[src/rtl/pipe_hazard_ctrl.sv]
// Hazard, forwarding and flush controller for the 5-stage pipeline.
// Shadows rd/control of in-flight instructions to drive stalls, flushes and forward selects.
module pipe_hazard_ctrl #(
  parameter int REG_ADDR_W   = 5,
  parameter int CNT_W        = 32,
  parameter int BRANCH_STAGE = 3
) (
  input  logic                  clk,
  input  logic                  reset,
  input  logic                  id_valid,
  input  logic [REG_ADDR_W-1:0] id_rs1,
  input  logic [REG_ADDR_W-1:0] id_rs2,
  input  logic                  id_uses_rs1,
  input  logic                  id_uses_rs2,
  input  logic [REG_ADDR_W-1:0] id_rd,
  input  logic                  id_regwrite,
  input  logic                  id_memread,
  input  logic                  br_taken,
  output logic                  pc_en,
  output logic                  ifid_en,
  output logic                  flush_ifid,
  output logic                  flush_idex,
  output logic                  flush_exmem,
  output logic [1:0]            fwd_a,
  output logic [1:0]            fwd_b,
  output logic [CNT_W-1:0]      stall_cnt,
  output logic [CNT_W-1:0]      flush_cnt
);

  typedef struct packed {
    logic                  valid;
    logic [REG_ADDR_W-1:0] rd;
    logic                  regwrite;
    logic                  memread;
  } SlotT;

  localparam logic BranchInMem = (BRANCH_STAGE == 3);
  localparam logic [CNT_W-1:0] CntMax = {CNT_W{1'b1}};

  SlotT exSlot, memSlot, wbSlot;
  logic luse, fl, enterEx;
  logic [1:0] fwdANext, fwdBNext;

  // The WB slot is tracked but never consulted: the register file writes before it reads.
  logic unusedSlotBits;
  assign unusedSlotBits = ^{wbSlot, memSlot.memread};

  function automatic logic slotWrites(SlotT s, logic [REG_ADDR_W-1:0] r);
    return s.valid && s.regwrite && (s.rd == r) && (r != '0);
  endfunction

  // Younger producer (currently in EX, headed for MEM) takes priority.
  function automatic logic [1:0] fwdSel(SlotT ex, SlotT mem, logic [REG_ADDR_W-1:0] r,
                                        logic uses);
    logic [1:0] sel;
    sel = 2'b00;
    if (uses) begin
      if (slotWrites(ex, r))       sel = 2'b10;
      else if (slotWrites(mem, r)) sel = 2'b01;
    end
    return sel;
  endfunction

  always_comb begin
    luse        = 1'b0;
    fl          = 1'b0;
    enterEx     = 1'b0;
    fwdANext    = 2'b00;
    fwdBNext    = 2'b00;
    pc_en       = 1'b1;
    ifid_en     = 1'b1;
    flush_ifid  = 1'b0;
    flush_idex  = 1'b0;
    flush_exmem = 1'b0;
    if (!reset) begin
      luse = id_valid && exSlot.valid && exSlot.memread && (exSlot.rd != '0) &&
             ((id_uses_rs1 && (id_rs1 == exSlot.rd)) ||
              (id_uses_rs2 && (id_rs2 == exSlot.rd)));
      fl          = br_taken;
      enterEx     = id_valid && !luse && !fl;
      pc_en       = !luse || fl;
      ifid_en     = !luse || fl;
      flush_ifid  = fl;
      flush_idex  = fl || luse;
      flush_exmem = fl && BranchInMem;
      if (enterEx) begin
        fwdANext = fwdSel(exSlot, memSlot, id_rs1, id_uses_rs1);
        fwdBNext = fwdSel(exSlot, memSlot, id_rs2, id_uses_rs2);
      end
    end
  end

  always_ff @(posedge clk) begin
    if (reset) begin
      exSlot    <= '0;
      memSlot   <= '0;
      wbSlot    <= '0;
      fwd_a     <= 2'b00;
      fwd_b     <= 2'b00;
      stall_cnt <= '0;
      flush_cnt <= '0;
    end else begin
      exSlot <= '{valid: enterEx, rd: id_rd, regwrite: id_regwrite, memread: id_memread};
      if (fl && BranchInMem) memSlot <= '0;
      else                   memSlot <= exSlot;
      wbSlot <= memSlot;
      fwd_a  <= fwdANext;
      fwd_b  <= fwdBNext;
      if (luse && !fl && (stall_cnt != CntMax)) stall_cnt <= stall_cnt + 1'b1;
      if (fl && (flush_cnt != CntMax))          flush_cnt <= flush_cnt + 1'b1;
    end
  end

endmodule

[config.mk]
export PLATFORM = sky130hd
export DESIGN_NAME = pipe_hazard_ctrl
export DESIGN_NICKNAME = d
export VERILOG_FILES = /design/src/rtl/pipe_hazard_ctrl.sv
export SDC_FILE = /design/constraint.sdc
export NUM_CORES = 1
export LEC_CHECK = 0
export ABC_AREA = 1
export BUFFER_PORTS_ARGS = -buffer_cell sky130_fd_sc_hd__clkbuf_2
export CORE_ASPECT_RATIO = 0.9
export CORE_MARGIN = 2
export CORE_UTILIZATION = 47
export CTS_CLUSTER_DIAMETER = 40
export DETAILED_ROUTE_END_ITERATION = 7
export PLACE_DENSITY = 0.79
export SLEW_MARGIN = 20
export SYNTH_ARGS = -nofsm -noshare
export SYNTH_HDL_FRONTEND = slang
export SYNTH_SLANG_ARGS = --single-unit
[constraint.sdc]
create_clock -name clk -period 4.64 [get_ports clk]
set_input_delay 0.232 -clock clk [delete_from_list [all_inputs] [get_ports clk]]
set_output_delay 0.232 -clock clk [all_outputs]
set_load 0.05 [all_outputs]
; Yosys cells after proc, flatten, opt, wreduce, memory -nomap -nowiden
; Cells that the tools add are included.
; W data, S select, Z words.
[totals]
reg_bits = 83
in_bits = 23
output_inout_bits = 73
[op_classes]
addsub = 2
eq_ne = 8
mux = 8
n_bitwise = 3
n_reduce_logical = 35
[ops]
columns = op, count
row1 = $add A32 B1 Y32 const B, 2
row2 = $ne A32 B32 Y1 const B, 2
row3 = $eq A5 B5 Y1, 6
row4 = $logic_and A1 B1 Y1, 21
row5 = $reduce_bool A5 Y1, 3
row6 = $reduce_or A4 Y1, 2
row7 = $mux W1, 6
row8 = $reduce_or A3 Y1, 2
row9 = $mux W2, 2
row10 = $logic_not A1 Y1, 3
row11 = $logic_or A1 B1 Y1, 3
row12 = $not A1 Y1, 3
row13 = $reduce_or A2 Y1, 1

; Longest topological paths before layout
; Gate-level depths: netlist of the first run.
[logic_depth]
depth_word = 9
ltp_mapped = 12
ltp_nobuf = 12

; Worst setup path before layout of the first run
; No wires, ideal clock.
[synth_timing]
path_kind = register -> register
from = register stall_cnt[1]
to = register stall_cnt[30]
setup_time_ns = 0.114
t_arrival_ns = 2.048
t_required_ns = 4.526
slack_ns = 2.478
path_stages_with_launch = 12
synth_period_minus_slack_ns = 2.162
path_cell_list = dfxtp_1 -> ha_1 -> nand2_1 -> nor2_4 -> nand3_4 -> nor2_4 -> nand3_1 -> or2_0 -> nor2_2 -> nand2_1 -> nand2_1 -> nor2_1
[synth_between]
elab_chain_cells = 2
[synth_lines]
columns = element, line
row1 = start: declaration, 26  ; output logic [CNT_W-1:0] stall_cnt,
row2 = start signal: assignment, 109  ; if (luse && !fl && (stall_cnt != CntMax)) stall_cnt <= stall_cnt + 1'b1;
row3 = branches (longest 2 deep; another with $add A32 B1 Y32), -
; Parallel ways; which one is timed is not known.
; A chain may end at the register's enable or synchronous reset.

; Final worst setup path of the first run
[layout_timing]
from = register flush_cnt[0]
to = register flush_cnt[24]
[layout_between]
elab_chain_cells = 2
[layout_lines]
columns = element, line
row1 = start: declaration, 27  ; output logic [CNT_W-1:0] flush_cnt
row2 = start signal: assignment, 110  ; if (fl && (flush_cnt != CntMax)) flush_cnt <= flush_cnt + 1'b1;
row3 = branches (longest 2 deep; another with $add A32 B1 Y32), -
; Parallel ways; which one is timed is not known.

==> results.yml, run 1 <==
run_status:
  outcome: "finished, final reports clean"
power:
  p_per_area_nw_per_um2: 269.4
  peakVddDrop_uv: 175.0
  power.total_mw: 1.433
  p_leak_nw: 2.167
drt:
  num_vias: 4530
  wire_per_inst_um: 11.99
  firstDrtPassIters: 5
  finalWirelength_mm: 10.94
  drc: 0
  viasPerCell: 4.962
  drt_iter0_drc: 281
  drtAntennaViolNets: 0
timing:
  skew_ps: 12.84
  period_share_pct: 46.07
  whs_ps: 69.42
  final.setup.tns_ps: 0
  min_period_ps: 2138
  grt_setup_unrepaired: "no"
  fmax_mhz: 467.8
  slew_viol_final: 0
  relSlewSlack_pct: 41.88
  setup_viol: 0
  worstMarginPinSlew_ps: 870.8
  hold_viol: 0
die:
  start_util_pct: 47.83
  coreArea_um2: 9572
  die-area_um2: 10550
  row_count: 34
  chipWidth_um: 108.0
  die_h_um: 97.63
  num_io_pins: 96
worst_setup_path:
  critPathCaptureType: "register"
  arrival_ps: 2390
  cp-start-kind: "register"
  path_max_fanout: 5
  critPathTopFamily: "simple AND/OR/NAND/NOR gates"
  crit_chain: "ha_1 > nand2_1 > nor3_1 > and2_1 > nand4_1 > nor2_1 > a21oi_1 > o21a_1"
  worst_path_max_delay_cell: "nor3_1"
  crit_path_max_incr_delay_ps: 490
  path_buf_inv: 0
  path_class: "reg -> reg"
  crit_required_ps: 4900
synth:
  yosysMostFrequentCell: "nand2_1"
  synth_ff_type: "dfxtp_1"
  synth_common_cells: "nand2_1 (176), nor2_1 (130), dfxtp_1 (83)"
  yosysWarnings: 0
  yosysTopAreaCellShare_pct: 36.29
  yosysUniqueCellTypes: 41
  yosys-top-cells-area: "dfxtp_1 (36%), nand2_1 (14%), nor2_1 (11%)"
  synth_edf_count: 0
  syn_area_per_cell_um2: 6.606
  synth_cells: 693
  synth_seq_cells: 83
  synth-async-reset-ratio_pct: 0
  synth_area_um2: 4578
  synth_seq_area_share_pct: 36.29
  yosys.area.top_type: "dfxtp_1"
  synth_nets: 718
finish:
  drive_gt1_share_pct: 18.42
  regArea_um2: 1662
  multi_input_area_um2: 2497
  areaGrowthSynthToFinish_pct: 16.23
  final_cells: 913
  antenna_cells: 0
  nets: 807
  nFillCells: 957
clock_network:
  insertion_delay_ps: 350
  cts_root_buf: "clkbuf_8"
  cts_sinks: 83
  cts_buffer_depth: 2
  cts_max_level: 3
  cts_tree: "done"
  cts_hold_buf: 0
  cts_buffers: 9
  post_cts_buffers: 0
  clk_pin_slew_worst_paths_ps: 90
  cts.repair.resized: 0
hold_path:
  hp-class: "in -> reg"
placement:
  dp.cells: 897
  io_buffers: 95
  gp_congestion: 0.8909
  hpwl_mm: 8.066
global_routing:
  grt-ovfl-total: 0
  grt_pass1_wl_mm: 18.63
  grt_antenna_before_repair: 0
  grtUsageTotal_pct: 21.67
  grt_pass1_vias: 4104
  grt_max_degree: 36
job:
  drv_cap: 0
[metal layers]
metal	GRT usage [%]	up-vias	routed length [µm]
li1	-	2381	-
met1	29.75	2004	5145
met2	33.43	131	4889
met3	5.768	14	799
met4	6.312	0	110
met5	0	-	0
[layout make-up]
type	count	area share (%)
repair buffers	97	9.217
clock buffers	10	2.398
multi-input cells	518	46.93
inverters	73	5.149
clock inverters	6	2.116
flip-flops and latches	83	31.22
well taps	126	2.963
[state kept, by name (all words and copies together), names as in the netlist]
signal,count
fwd_a,2
fwd_b,2
exSlot,8
memSlot,7
flush_cnt,32
stall_cnt,32
[worst min-delay path, cell delays in order]
cell,delay (ps)
clkbuf_2,80
inv_1,40
nor2_1,30
[kinds of logic after synthesis]
family,synth area share (%)
and+or+nand+nor,41.84
buffers and inverters,9.155
DFF,36.29
AOI/OAI and AO/OA,6.805
xor gates and xnor gates,5.357
adders and majority gates,0.5465
[final timing paths]
| path | slack, ps | cells past startpoint | start | endpoint |
|---|---|---|---|---|
| setup / recovery | 2500 | 8 | flush_cnt[0] | flush_cnt[24] |
| hold reg to reg | 430 | 2 | exSlot[1] | memSlot[1] |
| hold / removal | 70 | 3 | id_memread | exSlot[0] |
| setup reg to reg | 2500 | 8 | flush_cnt[0] | flush_cnt[24] |
[layout by cell type, fill, tap and decap left out, drive strengths merged, types with 3 or more instances in the layout]
cell type / instances
clkbuf: 105
inv: 73
nand3: 52
nor3: 27
nor2: 145
bufinv: 3
a21oi: 40
o21ai: 13
xnor2: 12
nand2: 179
nand4: 19
clkinv: 3
xor2: 16
dfxtp: 83
[stage by stage]
stage	util, %	setup slack (ps)	area [µm²]
after floorplan	-	2478	4578
after detailed placement	53.09	2280	5081
final	55.59	2502	5321
after global placement	53.09	2344	5081
after global routing	55.59	2283	5321
after CTS	55.59	2476	5321
[report_power, final]
group	internal [mW]	total, mW	switching [mW]
clock	0.360	0.623	0.263
sequential	0.718	0.724	0.00594
combinational	0.0275	0.0861	0.0586
Power figures use the tool's default switching activity.
==> run 2: changes to the inputs <==
--- a/config.mk
+++ b/config.mk
@@ -12,7 +12,7 @@
 export CORE_UTILIZATION = 47
 export CTS_CLUSTER_DIAMETER = 40
 export DETAILED_ROUTE_END_ITERATION = 7
-export PLACE_DENSITY = 0.79
+export PLACE_DENSITY = 0.82
 export SLEW_MARGIN = 20
 export SYNTH_ARGS = -nofsm -noshare
 export SYNTH_HDL_FRONTEND = slang
==> constraint.sdc (replaced) <==
create_clock -name clk -period 1.9 [get_ports clk]
set_input_delay 0.095 -clock clk [delete_from_list [all_inputs] [get_ports clk]]
set_output_delay 0.095 -clock clk [all_outputs]
set_load 0.05 [all_outputs]
==> run 2 against run 1 <==
  * The flow now finishes with violations (setup timing)
  * Global-route usage up 3.1 points
  * Count of clock-buffer cells in the layout up 1
  * Wire length up 17%
  * Combinational power rose to 3.2 times the previous value
  * Setup slack worse by 2500 ps
  * Largest cell class unchanged
==> results.yml, run 2 (synthesized netlist as in run 1, its figures left out) <==
timing:
  slew_viol_final: 0
  period_share_pct: 101.5
  layout_setup_ws_ps: -28.68
  whs_ps: 81.11
  relSlewSlack_pct: 74.05
  final.setup.tns_ps: -28.68
  setup_viol: 1
  min_period_ps: 1929
  hold_viol: 0
  grt_setup_unrepaired: "yes"
  worstMarginPinSlew_ps: 387.8
  fmax_mhz: 518.5
  skew_ps: 15.99
finish:
  final_cells: 974
  nets: 868
  nFillCells: 890
  final_common_cell: "nand2_1"
  largest_registers: "flush_cnt: 32 flops, stall_cnt: 32 flops, exSlot: 8 flops"
  final_cell_mix: "nand2_1 (174), nor2_1 (119), clkbuf_2 (92)"
  areaGrowthSynthToFinish_pct: 31.40
  drive_gt1_share_pct: 28.54
  antenna_cells: 0
run_status:
  violations: "setup timing"
  outcome: "finished, violations left"
worst_setup_path:
  arrival_ps: 1830
  crit_start: "exSlot[6]"
  crit-reg2reg-launch: "exSlot[6]"
  path_max_fanout: 3
  cp-start-kind: "register"
  critPathCaptureType: "primary output"
  path_class: "reg -> out"
  crit_required_ps: 1800
placement:
  io_buffers: 95
  gp_congestion: 0.9476
  dp.cells: 942
  hpwl_mm: 9.070
  dp_slack_ps: -105.3
power:
  pwr-share-seq_pct: 49.9
  switching_share_pct: 24.21
  p_per_area_nw_per_um2: 588.6
  p_comb_share_pct: 7.8
  p_sw_mw: 0.8574
  p_leak_nw: 2.514
  power.internal_mw: 2.684
  peakVddDrop_uv: 375.1
  clockPowerShare_pct: 42.3
clock_network:
  insertion_delay_ps: 370
  cts_sinks: 83
  cts_buffer_depth: 2
  clk_pin_slew_worst_paths_ps: 80
  cts_root_buf: "clkbuf_8"
  cts_buffers: 9
  cts_max_level: 3
  cts_tree: "done"
die:
  start_util_pct: 47.83
  die_h_um: 97.63
  num_io_pins: 96
  coreArea_um2: 9572
  chipWidth_um: 108.0
  row_count: 34
  die-area_um2: 10550
drt:
  finalWirelength_mm: 12.86
  drtAntennaViolNets: 0
  firstDrtPassIters: 6
  viasPerCell: 5.158
  drt_iter0_drc: 327
  wire_per_inst_um: 13.20
  num_vias: 5024
  drc: 0
global_routing:
  grt_antenna_before_repair: 0
  grt_pass1_vias: 4509
  grt_max_degree: 33
  grtUsageTotal_pct: 24.80
  grt_pass1_wl_mm: 21.07
  grt-ovfl-total: 0
hold_path:
  hold_start: "id_valid"
  hp-class: "in -> reg"
job:
  drv_cap: 0
## run 2: cell types whose count changed in the layout (fill, tap and decap cells not counted), moves of 3 or more
cell,change
nor3_2,+3
dfxtp_1,-25
nor2_2,+10
buf_4,+46
nor3_1,-3
buf_12,+4
dfxtp_2,+21
nor2_1,-11
clkbuf_2,-3
dfxtp_4,+4
dlygate4sd3_1,+9
## run 2: critical path, cell delays in order, from the launching register on
cell	delay [ps]
dfxtp_1	360
xor2_1	190
nor2_2	130
nand4_1	110
nand2_2	140
buf_6	120
nand2_2	70
a21oi_4	180
buf_8	160
## run 2: final cells by class
| type | count | area (µm²) | share of cell area, % |
|---|---|---|---|
| clock buffers | 11 | 152.6 | 2.537 |
| flip-flops and latches | 83 | 1703 | 28.31 |
| clock inverters | 5 | 82.58 | 1.373 |
| well taps | 126 | 157.7 | 2.621 |
| inverters | 73 | 279.0 | 4.638 |
| multi-input cells | 519 | 2596 | 43.16 |
| repair buffers | 157 | 1045 | 17.37 |
## run 2: path summary, 6_finish.rpt
check,end,slack [ps],depth (start not counted)
hold / removal,exSlot[7],80,2
setup reg to reg,stall_cnt[1],90,9
hold reg to reg,memSlot[1],420,2
setup / recovery,flush_idex,-30,8
## run 2: per-layer routing
metal | up-vias | global-route usage [%] | part of all wire [%]
met1 | 2284 | 33.77 | 44
met2 | 188 | 38.22 | 46
met4 | 0 | 10.65 | 3.2
met3 | 44 | 4.695 | 6.8
li1 | 2508 | - | -
met5 | - | 0 | 0
## run 2: timing repair
action                     in CTS  in global routing
gates cloned                    1                  0
setup endpoints to repair      20                 60
hold endpoints to repair       11                  0
resized for setup              12                 38
hold buffers                    9                  0
pin swaps                       1                 13
setup buffers                   0                  6
## run 2: power groups by stage
stage,Combinational (mW),Clock [mW],Sequential [mW]
2_1_floorplan,0.141,0,1.82
3_3_place_gp,0.231,0,1.81
3_5_place_dp,0.236,0,1.81
4_1_cts,0.255,1.53,1.77
5_1_grt,0.301,1.60,1.77
6_report,0.276,1.50,1.77
## run 2: per-stage QoR
step | utilization (%) | cell area, µm² | total power, mW
CTS | 60.93 | 5832 | 3.547
global route | 62.85 | 6016 | 3.665
finish | 62.85 | 6016 | 3.541
detailed placement | 57.03 | 5459 | 2.042
floorplan | - | 4606 | 1.958
global placement | 57.03 | 5459 | 2.036
